$ cat src/rtl/dbus_pkg.sv
// Shared definitions for the two-master data-bus arbiter.
// Holds the FSM state encoding, the master-id type and its constants,
// the default bus widths, and the decode-error helper used by the
// response path.
package dbus_pkg;

  localparam int ADDR_W_DEF = 32;
  localparam int DATA_W_DEF = 32;

  typedef enum logic [1:0] {
    ST_IDLE = 2'd0,
    ST_GNT  = 2'd1,
    ST_RESP = 2'd2
  } state_t;

  typedef logic mid_t;

  localparam mid_t M0 = 1'b0;  // core D-port
  localparam mid_t M1 = 1'b1;  // loader

  // A transaction is a decode error when no slave or more than one slave
  // claimed the address.
  function automatic logic decode_err(input logic sel0, input logic sel1);
    return (sel0 == sel1);
  endfunction

endpackage

$ cat src/rtl/dbus_arbiter_if.sv
// Bundle of all master-side and shared-bus signals of the arbiter.
//   slave  : arbiter view (takes master requests and slave responses,
//            drives grants/acks and the shared bus)
//   master : environment view (masters plus slaves), the mirror image
// Per master X in {0,1}: mX_req, mX_we, mX_addr, mX_wdata in;
//   mX_gnt, mX_ack, mX_err, mX_rdata out.
// Shared bus: s_addr, s_wdata, s_wen, s_ren out; s0_sel, s1_sel,
//   s0_rdata, s1_rdata in.
interface dbus_arbiter_if
  import dbus_pkg::*;
#(
  parameter int ADDR_W = ADDR_W_DEF,
  parameter int DATA_W = DATA_W_DEF
) ();

  logic              m0_req;
  logic              m0_we;
  logic [ADDR_W-1:0] m0_addr;
  logic [DATA_W-1:0] m0_wdata;
  logic              m0_gnt;
  logic              m0_ack;
  logic              m0_err;
  logic [DATA_W-1:0] m0_rdata;

  logic              m1_req;
  logic              m1_we;
  logic [ADDR_W-1:0] m1_addr;
  logic [DATA_W-1:0] m1_wdata;
  logic              m1_gnt;
  logic              m1_ack;
  logic              m1_err;
  logic [DATA_W-1:0] m1_rdata;

  logic [ADDR_W-1:0] s_addr;
  logic [DATA_W-1:0] s_wdata;
  logic              s_wen;
  logic              s_ren;
  logic              s0_sel;
  logic              s1_sel;
  logic [DATA_W-1:0] s0_rdata;
  logic [DATA_W-1:0] s1_rdata;

  modport slave (
    input  m0_req, m0_we, m0_addr, m0_wdata,
    input  m1_req, m1_we, m1_addr, m1_wdata,
    output m0_gnt, m0_ack, m0_err, m0_rdata,
    output m1_gnt, m1_ack, m1_err, m1_rdata,
    output s_addr, s_wdata, s_wen, s_ren,
    input  s0_sel, s1_sel, s0_rdata, s1_rdata
  );

  modport master (
    output m0_req, m0_we, m0_addr, m0_wdata,
    output m1_req, m1_we, m1_addr, m1_wdata,
    input  m0_gnt, m0_ack, m0_err, m0_rdata,
    input  m1_gnt, m1_ack, m1_err, m1_rdata,
    input  s_addr, s_wdata, s_wen, s_ren,
    output s0_sel, s1_sel, s0_rdata, s1_rdata
  );

endinterface

$ cat src/rtl/dbus_arbiter_rr_arb2.sv
// Two-way round-robin picker.
//   req        : request vector, bit 0 = M0, bit 1 = M1
//   last_grant : master that won the previous grant
//   winner     : master to grant; a lone requester always wins, on a tie
//                the master not granted last wins. Output is don't-care
//                when req is zero.
module rr_arb2
  import dbus_pkg::*;
(
  input  logic [1:0] req,
  input  mid_t       last_grant,
  output mid_t       winner
);

  // Winner selection
  always_comb begin
    winner = M0;
    case (req)
      2'b01:   winner = M0;
      2'b10:   winner = M1;
      2'b11:   winner = (last_grant == M0) ? M1 : M0;
      default: winner = M0;
    endcase
  end

endmodule

$ cat src/rtl/dbus_arbiter.sv
// Arbiter sharing one simple data bus between two masters.
// One transaction in flight: a grant cycle drives the shared bus with the
// winner's request, the following cycle returns ack/err/rdata to that
// master. Continuous requests therefore run at one transaction per two
// cycles, alternating between masters when both are busy.
//   clk, rst_n : clock, asynchronous active-low reset
//   bus        : dbus_arbiter_if.slave (master handshakes + shared bus)
module dbus_arbiter
  import dbus_pkg::*;
#(
  parameter int ADDR_W = ADDR_W_DEF,
  parameter int DATA_W = DATA_W_DEF
) (
  input logic           clk,
  input logic           rst_n,
  dbus_arbiter_if.slave bus
);

  state_t            state_r;
  state_t            state_s;
  mid_t              pend_id_r;     // winner chosen on entry to GNT
  mid_t              last_grant_r;
  mid_t              txn_id_r;      // owner of the transaction in RESP
  logic              txn_we_r;
  logic              txn_sel0_r;
  logic              txn_sel1_r;
  mid_t              rr_win_s;
  logic [1:0]        req_s;
  logic              req_any_s;
  logic [DATA_W-1:0] resp_rdata_s;
  logic              resp_err_s;

  assign req_s     = {bus.m1_req, bus.m0_req};
  assign req_any_s = |req_s;

  rr_arb2 u_rr_arb2 (
    .req        (req_s),
    .last_grant (last_grant_r),
    .winner     (rr_win_s)
  );

  // State register and per-transaction bookkeeping
  always_ff @(posedge clk or negedge rst_n) begin
    if (!rst_n) begin
      state_r      <= ST_IDLE;
      pend_id_r    <= M0;
      last_grant_r <= M1;
      txn_id_r     <= M0;
      txn_we_r     <= 1'b0;
      txn_sel0_r   <= 1'b0;
      txn_sel1_r   <= 1'b0;
    end else begin
      state_r <= state_s;
      // Requests are only looked at on the way into GNT; the masters hold
      // their request stable through the grant cycle.
      if ((state_r != ST_GNT) && req_any_s) begin
        pend_id_r <= rr_win_s;
      end
      // The slave hit flags are only meaningful while s_addr is driven,
      // so they are captured at the end of the grant cycle.
      if (state_r == ST_GNT) begin
        last_grant_r <= pend_id_r;
        txn_id_r     <= pend_id_r;
        txn_we_r     <= bus.s_wen;
        txn_sel0_r   <= bus.s0_sel;
        txn_sel1_r   <= bus.s1_sel;
      end
    end
  end

  // Next-state logic
  always_comb begin
    state_s = state_r;
    case (state_r)
      ST_IDLE: begin
        if (req_any_s) state_s = ST_GNT;
        else           state_s = ST_IDLE;
      end
      ST_GNT:  state_s = ST_RESP;
      ST_RESP: begin
        if (req_any_s) state_s = ST_GNT;
        else           state_s = ST_IDLE;
      end
      default: state_s = ST_IDLE;
    endcase
  end

  // Response data: exactly one hit selects that slave, anything else is 0
  always_comb begin
    resp_rdata_s = {DATA_W{1'b0}};
    if (txn_we_r) begin
      resp_rdata_s = {DATA_W{1'b0}};
    end else begin
      case ({txn_sel1_r, txn_sel0_r})
        2'b01:   resp_rdata_s = bus.s0_rdata;
        2'b10:   resp_rdata_s = bus.s1_rdata;
        default: resp_rdata_s = {DATA_W{1'b0}};
      endcase
    end
  end

  assign resp_err_s = decode_err(txn_sel0_r, txn_sel1_r);

  // Grant/bus drive in GNT, completion in RESP, everything quiet otherwise
  always_comb begin
    bus.m0_gnt   = 1'b0;
    bus.m1_gnt   = 1'b0;
    bus.m0_ack   = 1'b0;
    bus.m1_ack   = 1'b0;
    bus.m0_err   = 1'b0;
    bus.m1_err   = 1'b0;
    bus.m0_rdata = {DATA_W{1'b0}};
    bus.m1_rdata = {DATA_W{1'b0}};
    bus.s_addr   = {ADDR_W{1'b0}};
    bus.s_wdata  = {DATA_W{1'b0}};
    bus.s_wen    = 1'b0;
    bus.s_ren    = 1'b0;
    case (state_r)
      ST_GNT: begin
        if (pend_id_r == M1) begin
          bus.m1_gnt  = 1'b1;
          bus.s_addr  = bus.m1_addr;
          bus.s_wdata = bus.m1_wdata;
          bus.s_wen   = bus.m1_we;
          bus.s_ren   = ~bus.m1_we;
        end else begin
          bus.m0_gnt  = 1'b1;
          bus.s_addr  = bus.m0_addr;
          bus.s_wdata = bus.m0_wdata;
          bus.s_wen   = bus.m0_we;
          bus.s_ren   = ~bus.m0_we;
        end
      end
      ST_RESP: begin
        if (txn_id_r == M1) begin
          bus.m1_ack   = 1'b1;
          bus.m1_err   = resp_err_s;
          bus.m1_rdata = resp_rdata_s;
        end else begin
          bus.m0_ack   = 1'b1;
          bus.m0_err   = resp_err_s;
          bus.m0_rdata = resp_rdata_s;
        end
      end
      default: begin
        bus.m0_gnt = 1'b0;
      end
    endcase
  end

endmodule

$ cat src/flat_wrapper.sv
// flat-port wrapper written by rule: the top's interface ports become plain ports
module dbus_arbiter_flat import dbus_pkg::*;
#(
  parameter int ADDR_W = ADDR_W_DEF,
  parameter int DATA_W = DATA_W_DEF
)
  (clk, rst_n, bus_m0_req, bus_m0_we, bus_m0_addr, bus_m0_wdata, bus_m1_req, bus_m1_we, bus_m1_addr, bus_m1_wdata, bus_m0_gnt, bus_m0_ack, bus_m0_err, bus_m0_rdata, bus_m1_gnt, bus_m1_ack, bus_m1_err, bus_m1_rdata, bus_s_addr, bus_s_wdata, bus_s_wen, bus_s_ren, bus_s0_sel, bus_s1_sel, bus_s0_rdata, bus_s1_rdata);
  dbus_arbiter_if #(.ADDR_W(ADDR_W), .DATA_W(DATA_W)) bus_i ();
  input logic clk;
  input logic rst_n;
  input wire logic [$bits(bus_i.m0_req)-1:0] bus_m0_req;
  input wire logic [$bits(bus_i.m0_we)-1:0] bus_m0_we;
  input wire logic [$bits(bus_i.m0_addr)-1:0] bus_m0_addr;
  input wire logic [$bits(bus_i.m0_wdata)-1:0] bus_m0_wdata;
  input wire logic [$bits(bus_i.m1_req)-1:0] bus_m1_req;
  input wire logic [$bits(bus_i.m1_we)-1:0] bus_m1_we;
  input wire logic [$bits(bus_i.m1_addr)-1:0] bus_m1_addr;
  input wire logic [$bits(bus_i.m1_wdata)-1:0] bus_m1_wdata;
  output wire logic [$bits(bus_i.m0_gnt)-1:0] bus_m0_gnt;
  output wire logic [$bits(bus_i.m0_ack)-1:0] bus_m0_ack;
  output wire logic [$bits(bus_i.m0_err)-1:0] bus_m0_err;
  output wire logic [$bits(bus_i.m0_rdata)-1:0] bus_m0_rdata;
  output wire logic [$bits(bus_i.m1_gnt)-1:0] bus_m1_gnt;
  output wire logic [$bits(bus_i.m1_ack)-1:0] bus_m1_ack;
  output wire logic [$bits(bus_i.m1_err)-1:0] bus_m1_err;
  output wire logic [$bits(bus_i.m1_rdata)-1:0] bus_m1_rdata;
  output wire logic [$bits(bus_i.s_addr)-1:0] bus_s_addr;
  output wire logic [$bits(bus_i.s_wdata)-1:0] bus_s_wdata;
  output wire logic [$bits(bus_i.s_wen)-1:0] bus_s_wen;
  output wire logic [$bits(bus_i.s_ren)-1:0] bus_s_ren;
  input wire logic [$bits(bus_i.s0_sel)-1:0] bus_s0_sel;
  input wire logic [$bits(bus_i.s1_sel)-1:0] bus_s1_sel;
  input wire logic [$bits(bus_i.s0_rdata)-1:0] bus_s0_rdata;
  input wire logic [$bits(bus_i.s1_rdata)-1:0] bus_s1_rdata;
  assign bus_i.m0_req = bus_m0_req;
  assign bus_i.m0_we = bus_m0_we;
  assign bus_i.m0_addr = bus_m0_addr;
  assign bus_i.m0_wdata = bus_m0_wdata;
  assign bus_i.m1_req = bus_m1_req;
  assign bus_i.m1_we = bus_m1_we;
  assign bus_i.m1_addr = bus_m1_addr;
  assign bus_i.m1_wdata = bus_m1_wdata;
  assign bus_m0_gnt = bus_i.m0_gnt;
  assign bus_m0_ack = bus_i.m0_ack;
  assign bus_m0_err = bus_i.m0_err;
  assign bus_m0_rdata = bus_i.m0_rdata;
  assign bus_m1_gnt = bus_i.m1_gnt;
  assign bus_m1_ack = bus_i.m1_ack;
  assign bus_m1_err = bus_i.m1_err;
  assign bus_m1_rdata = bus_i.m1_rdata;
  assign bus_s_addr = bus_i.s_addr;
  assign bus_s_wdata = bus_i.s_wdata;
  assign bus_s_wen = bus_i.s_wen;
  assign bus_s_ren = bus_i.s_ren;
  assign bus_i.s0_sel = bus_s0_sel;
  assign bus_i.s1_sel = bus_s1_sel;
  assign bus_i.s0_rdata = bus_s0_rdata;
  assign bus_i.s1_rdata = bus_s1_rdata;
  dbus_arbiter #(.ADDR_W(ADDR_W), .DATA_W(DATA_W)) u_core (.clk(clk), .rst_n(rst_n), .bus(bus_i));
endmodule
$ cat config.mk
export PLATFORM = sky130hd
export DESIGN_NAME = dbus_arbiter_flat
export DESIGN_NICKNAME = d
export VERILOG_FILES = /design/src/rtl/dbus_pkg.sv /design/src/rtl/dbus_arbiter_if.sv /design/src/rtl/dbus_arbiter_rr_arb2.sv /design/src/rtl/dbus_arbiter.sv /design/src/flat_wrapper.sv
export SDC_FILE = /design/constraint.sdc
export NUM_CORES = 1
export LEC_CHECK = 0
export ABC_CLOCK_PERIOD_IN_PS = 1430
export CORE_AREA = 5 5 128 130
export CTS_CLUSTER_DIAMETER = 40
export DETAILED_ROUTE_END_ITERATION = 8
export DIE_AREA = 0 0 133 135
export PLACE_DENSITY = 0.6
export SYNTH_ARGS = -nofsm -noshare
export SYNTH_HDL_FRONTEND = slang
export SYNTH_SLANG_ARGS = --single-unit
export TNS_END_PERCENT = 20
$ cat constraint.sdc
create_clock -name clk -period 1.43 [get_ports clk]
set_clock_uncertainty 0.05 [all_clocks]
set_input_delay 0.143 -clock clk [delete_from_list [all_inputs] [get_ports clk]]
set_output_delay 0.143 -clock clk [all_outputs]
set_load 0.03 [all_outputs]
==> impl_metrics.env, run 1 <==
export IMPL_synth_largest_area_cell="mux2i_1"
export IMPL_ir_drop_mv=0.3793
export IMPL_yosysSeqAreaShare_pct=9.285
export IMPL_cp_start_kind="flip-flop"
export IMPL_crit_slowest_cell="dfrtp_1"
export IMPL_grt_pass1_wl_microns=21470
export IMPL_netlist_area_leader_share_pct=29.99
export IMPL_p_int_uw=2890
export IMPL_max_slew_margin_pct=76.02
export IMPL_synth_fp_nets=533
export IMPL_netlist_instances=331
export IMPL_min_path_type="primary input to asynchronous set/reset pin"
export IMPL_cts_tree="done"
export IMPL_rsz0062_at_grt="yes"
export IMPL_placed_cells=843
export IMPL_ys_top_cells_by_count="108 x nor2_1, 65 x mux2i_1, 41 x nand2_1, 32 x a22o_1, 29 x nor2_2"
export IMPL_n_antenna_cell=0
export IMPL_p_sw_uw=2356
export IMPL_finalHoldViolCount=0
export IMPL_drtIter0Drc=63
export IMPL_async_flop_share_pct=100.0
export IMPL_clock_latency_ns=0.23
export IMPL_crit_chain="inv_2 > ha_4 > bufbuf_16 > a22o_1 > nand2_1 > nor2_2 > buf_4"
export IMPL_core_sq_mm=0.01503
export IMPL_nFillCells=1492
export IMPL_synth_edf_count=0
export IMPL_setup_ws_ns=-0.4652
export IMPL_drc=0
export IMPL_yosys_top_cells_area="mux2i_1 30%, nor2_1 19%, a22o_1 13%"
export IMPL_max_freq_mhz=527.7
export IMPL_criticalPathCategory="flip-flop to output pin"
export IMPL_cts_buffers=3
export IMPL_globalRouteOverflowTotal=0
export IMPL_finalSetupViolCount=135
export IMPL_die_y_microns=135
export IMPL_port_buffer_count=335
export IMPL_multi_input_area_sq_mm=0.002032
export IMPL_combPwrFrac_pct=83.9
export IMPL_endpoint_kind="output pin"
export IMPL_yosys_warnings=0
export IMPL_synth_most_common_cell="nor2_1"
export IMPL_layout_min_cycle_time_ns=1.895
export IMPL_finalNonFillerCells=851
export IMPL_ys_flop_type="dfrtp_1"
export IMPL_violations="negative setup slack"
export IMPL_io_pins=336
export IMPL_dp_hpwl_microns=12560
export IMPL_status="finished, violations left"
export IMPL_drt_wirelength_per_cell_microns=17.03
export IMPL_row_count=45
export IMPL_grt_max_degree=46
export IMPL_p_clk_share_pct=9.1
export IMPL_drv_cap=0
export IMPL_cp_slowest_stage_delay_ns=0.38
export IMPL_synth_area_per_cell_sq_um=6.555
export IMPL_vias_per_cell=4.190
export IMPL_power_frac_seq_pct=7.0
export IMPL_tightest_slew_ns=0.3586
export IMPL_regArea_sq_um=205.2
export IMPL_powerDensity_mw_per_mm2=812.3
export IMPL_place_congestion=0.8261
export IMPL_final_net_count=866
export IMPL_track_usage_pct=14.88
export IMPL_drt_wl_total_microns=14490
export IMPL_leakagePower_uw=0.002763
export IMPL_postPlaceCellArea_sq_mm=0.006108
export IMPL_ant_nets=0
export IMPL_area_growth_pct=197.6
export IMPL_period_share_pct=132.5
export IMPL_ys_ff_latch=8
export IMPL_slew_viol_final=0
export IMPL_first_global_vias=3860
export IMPL_drt_pass1_iter_count=4
export IMPL_hold_ws_ns=0.1410
export IMPL_fin_util_pct=42.95
export IMPL_clk_path_buf_depth=2
export IMPL_die_area_sq_mm=0.01796
export IMPL_worstPathArrival_ns=1.70
export IMPL_syn_area_sq_mm=0.002170
export IMPL_worst_path_max_fanout=14
export IMPL_setup_tns_ns=-36.81
export IMPL_start_util_pct=14.43
export IMPL_clk_pin_slew_worst_paths_ns=0.04
export IMPL_ctsRootBufferMaster="clkbuf_16"
export IMPL_drive_gt1_share_pct=39.67
export IMPL_cts_sinks=8
export IMPL_finalInstanceArea_sq_mm=0.006457
export IMPL_vias=3566
export IMPL_grt_antenna_before_repair=0
export IMPL_die_w_microns=133
export IMPL_cp_required_ns=1.24
export IMPL_cts_max_level=1
export IMPL_ys_types=19
export IMPL_p_sw_share_pct=44.91
==> final cells by class <==
type,count,area share [%]
inverter,7,0.4069
timing repair buffer,360,60.09
tap,188,3.643
multi-input combinational,284,31.47
clock buffer,4,1.221
sequential,8,3.178
==> cell families (layout without fill, tap and decap cells) <==
group,after synthesis,after routing,synth area share (%)
adders and majority gates,2,2,1.153
buffers and inverters,39,371,10.27
AOI/OAI and AO/OA,35,35,13.84
DFF,8,8,9.285
and+or+nand+nor,182,182,35.47
muxes,65,65,29.99
==> worst paths after layout <==
kind / cells after the start / from / slack [ns] / endpoint
worst max-delay path: 7 / u_core.txn_sel0_r$_DFFE_PN0P_ / -0.47 / bus_m0_rdata[3]
worst min-delay path: 1 / rst_n / 0.14 / u_core.txn_sel1_r$_DFFE_PN0P_
worst max register to register: 6 / u_core.state_r[0]$_DFF_PN0_ / 0.01 / u_core.pend_id_r$_DFFE_PN0P_
worst min register to register: 2 / u_core.last_grant_r$_DFFE_PN1P_ / 0.42 / u_core.last_grant_r$_DFFE_PN1P_
max in group asynchronous: 1 / rst_n / 0.88 / u_core.last_grant_r$_DFFE_PN1P_
min in group clk: 2 / u_core.last_grant_r$_DFFE_PN1P_ / 0.42 / u_core.last_grant_r$_DFFE_PN1P_
==> registers in the layout (all words and copies together), names as in the netlist <==
signal / count
u_core.txn_sel1_r: 1
u_core.state_r: 2
u_core.txn_id_r: 1
u_core.last_grant_r: 1
u_core.pend_id_r: 1
u_core.txn_we_r: 1
u_core.txn_sel0_r: 1
==> critical path, delay by kind of cell (launching register included) <==
family / cells / cell delay [ns]
compound gates: 1 / 0.20
fa+ha+maj: 1 / 0.17
flops: 1 / 0.38
buf+inv: 3 / 0.51
simple gates: 2 / 0.20
==> per-layer routing <==
layer  vias up  global-route usage (%)  wire (microns)
met5         -                       0               0
met4         0                   3.868             300
met3        16                   4.434            1440
met2       215                   27.65            7464
met1      1573                   16.49            5283
li1       1762                       -               -
==> through the flow <==
step	setup WS [ns]	power, uW
final	-0.4652	5246
after global routing	-0.5533	5560
after CTS	-0.4735	5259
after detailed placement	-0.2436	4546
after global placement	-0.2190	4488
after floorplan	-0.1341	2653
==> power by group through the flow <==
stage	Clock, uW	Combinational (uW)	Sequential [uW]
6_report	479	4400	366
5_1_grt	504	4680	375
4_1_cts	492	4400	366
3_5_place_dp	0	4190	358
3_3_place_gp	0	4130	357
2_1_floorplan	0	2320	333
==> repair_timing <==
item,in CTS,in global routing
endpoints found under the hold margin,0,0
endpoints found under the setup margin,137,138
pin swaps,2,6
hold buffers,0,0
buffers inserted,2,1
gates resized for setup,42,24
gates cloned,1,0
==> placed cells by master, fill, tap and decap left out, types with 2 or more instances in the layout <==
master / Yosys / routed
a22o_1: 32 / 32
o21ai_0: 2 / 2
inv_1: 7 / 3
inv_2: 0 / 4
nor2_4: 0 / 20
mux2i_1: 65 / 64
nor2_1: 108 / 63
clkbuf_16: 0 / 3
ha_4: 0 / 2
buf_6: 7 / 29
clkdlybuf4s50_1: 0 / 199
nor2_2: 29 / 54
buf_4: 1 / 88
nand2_2: 0 / 13
dfrtp_1: 7 / 6
nand2_1: 41 / 28
buf_12: 0 / 42
Note: power is estimated with default switching activity, not from simulation.
==> run 2, diff against run 1 <==
--- a/config.mk
+++ b/config.mk
@@ -10,7 +10,9 @@
 export CTS_CLUSTER_DIAMETER = 40
 export DETAILED_ROUTE_END_ITERATION = 8
 export DIE_AREA = 0 0 133 135
+export MAX_ROUTING_LAYER = met4
 export PLACE_DENSITY = 0.6
+export SLEW_MARGIN = 20
 export SYNTH_ARGS = -nofsm -noshare
 export SYNTH_HDL_FRONTEND = slang
 export SYNTH_SLANG_ARGS = --single-unit
==> run 2 against run 1 <==
The run still ends with negative setup slack left. Maximum frequency about the same. Routed wire length increased by 0.14%. First-iteration DRC count unchanged. Critical endpoint unchanged.
==> impl_metrics.env, run 2 (synthesis results as in run 1) <==
export IMPL_drtIter0Drc=63
export IMPL_ir_drop_mv=0.3800
export IMPL_worst_path_max_fanout=14
export IMPL_min_path_type="primary input to asynchronous set/reset pin"
export IMPL_cts_max_level=1
export IMPL_fin_util_pct=42.95
export IMPL_pre_cts_slack_ns=-0.2436
export IMPL_hold_ws_ns=0.1490
export IMPL_ant_nets=0
export IMPL_globalRouteOverflowTotal=0
export IMPL_clk_pin_slew_worst_paths_ns=0.04
export IMPL_area_growth_pct=197.6
export IMPL_cp_required_ns=1.24
export IMPL_die_w_microns=133
export IMPL_drt_pass1_iter_count=4
export IMPL_mostFrequentLayoutCell="clkdlybuf4s50_1"
export IMPL_layout_min_cycle_time_ns=1.896
export IMPL_finalSetupViolCount=135
export IMPL_track_usage_pct=15.31
export IMPL_violations="negative setup slack"
export IMPL_vias=3583
export IMPL_start_util_pct=14.43
export IMPL_powerDensity_mw_per_mm2=812.9
export IMPL_final_net_count=866
export IMPL_combPwrFrac_pct=83.9
export IMPL_grt_max_degree=46
export IMPL_worstPathArrival_ns=1.70
export IMPL_grt_pass1_wl_microns=21380
export IMPL_drv_cap=0
export IMPL_max_freq_mhz=527.6
export IMPL_grt_antenna_before_repair=0
export IMPL_vias_per_cell=4.210
export IMPL_p_sw_uw=2360
export IMPL_cts_tree="done"
export IMPL_clock_latency_ns=0.23
export IMPL_io_pins=336
export IMPL_power_frac_seq_pct=7.0
export IMPL_finalHoldViolCount=0
export IMPL_final_cell_mix="199 x clkdlybuf4s50_1, 88 x buf_4, 64 x mux2i_1"
export IMPL_die_y_microns=135
export IMPL_p_sw_share_pct=44.95
export IMPL_p_int_uw=2890
export IMPL_rsz0062_at_grt="yes"
export IMPL_status="finished, violations left"
export IMPL_largest_register="u_core.state_r"
export IMPL_largest_reg_flops=2
export IMPL_tightest_slew_ns=0.3776
export IMPL_postPlaceCellArea_sq_mm=0.006108
export IMPL_place_congestion=0.8398
export IMPL_port_buffer_count=335
export IMPL_cp_start_kind="flip-flop"
export IMPL_period_share_pct=132.6
export IMPL_drive_gt1_share_pct=39.67
export IMPL_leakagePower_uw=0.002763
export IMPL_startpoint="u_core.txn_sel0_r$_DFFE_PN0P_"
export IMPL_setup_ws_ns=-0.4655
export IMPL_core_sq_mm=0.01503
export IMPL_max_slew_margin_pct=74.74
export IMPL_endpoint_kind="output pin"
export IMPL_cts_sinks=8
export IMPL_n_antenna_cell=0
export IMPL_cts_buffers=3
export IMPL_r2r_start="u_core.state_r[0]$_DFF_PN0_"
export IMPL_drt_wl_total_microns=14510
export IMPL_die_area_sq_mm=0.01796
export IMPL_first_global_vias=3876
export IMPL_finalInstanceArea_sq_mm=0.006457
export IMPL_slew_viol_final=0
export IMPL_dp_hpwl_microns=12560
export IMPL_criticalPathCategory="flip-flop to output pin"
export IMPL_row_count=45
export IMPL_drc=0
export IMPL_ctsRootBufferMaster="clkbuf_16"
export IMPL_p_clk_share_pct=9.1
export IMPL_drt_wirelength_per_cell_microns=17.05
export IMPL_clk_path_buf_depth=2
export IMPL_hold_buffers=0
-- run 2: final timing paths --
path	slack, ns	cells past startpoint	endpoint
max	-0.47	7	bus_m0_rdata[3]
max reg2reg	0.01	6	u_core.pend_id_r$_DFFE_PN0P_
min	0.15	1	u_core.txn_we_r$_DFFE_PN0P_
max in group asynchronous	0.87	1	u_core.last_grant_r$_DFFE_PN1P_
min in group clk	0.42	2	u_core.last_grant_r$_DFFE_PN1P_
min reg2reg	0.42	2	u_core.last_grant_r$_DFFE_PN1P_
-- run 2: worst max-delay path, stage by stage, from the launching register on --
cell and delay [ns]:
dfrtp_1 0.38, inv_2 0.07, ha_4 0.17, bufbuf_16 0.28, a22o_1 0.20, nand2_1 0.15, nor2_2 0.05, buf_4 0.16
-- run 2: power groups by stage --
stage / combinational, uW / clock [uW] / sequential (uW)
after floorplan: 2320 / 0 / 333
after global placement: 4130 / 0 / 357
after detailed placement: 4190 / 0 / 358
after CTS: 4400 / 492 / 366
after global routing: 4680 / 504 / 375
final: 4400 / 479 / 366
-- run 2: final cells by class --
cell class	count	area [sq um]
Fill cell	1492	8576
Timing Repair Buffer	360	3880
Sequential cell	8	205.2
Inverter	7	26.28
Clock buffer	4	78.83
Tap cell	188	235.2
Multi-Input combinational cell	284	2032
-- run 2: what timing repair did --
action	CTS	global route
setup buffers	2	1
endpoints found under the setup margin	137	138
gates resized for setup	42	24
cloned	1	0
pin swaps	2	6
-- run 2: layer usage --
layer  vias to the layer above  share of wire, %  GRT usage (%)
met5                         -                 0              -
met4                         0               1.9          3.868
met3                        14               8.6          3.241
met2                       225                52          27.65
met1                      1580                38          17.21
li1                       1764                 -              -
-- run 2: per-stage QoR --
step	total power (uW)	TNS (ns)	std cells
after floorplan	2653	-8.196	331
after global placement	4488	-9.092	843
after detailed placement	4546	-10.34	843
after CTS	5259	-38.77	850
after global routing	5560	-46.42	851
final	5249	-37.01	851
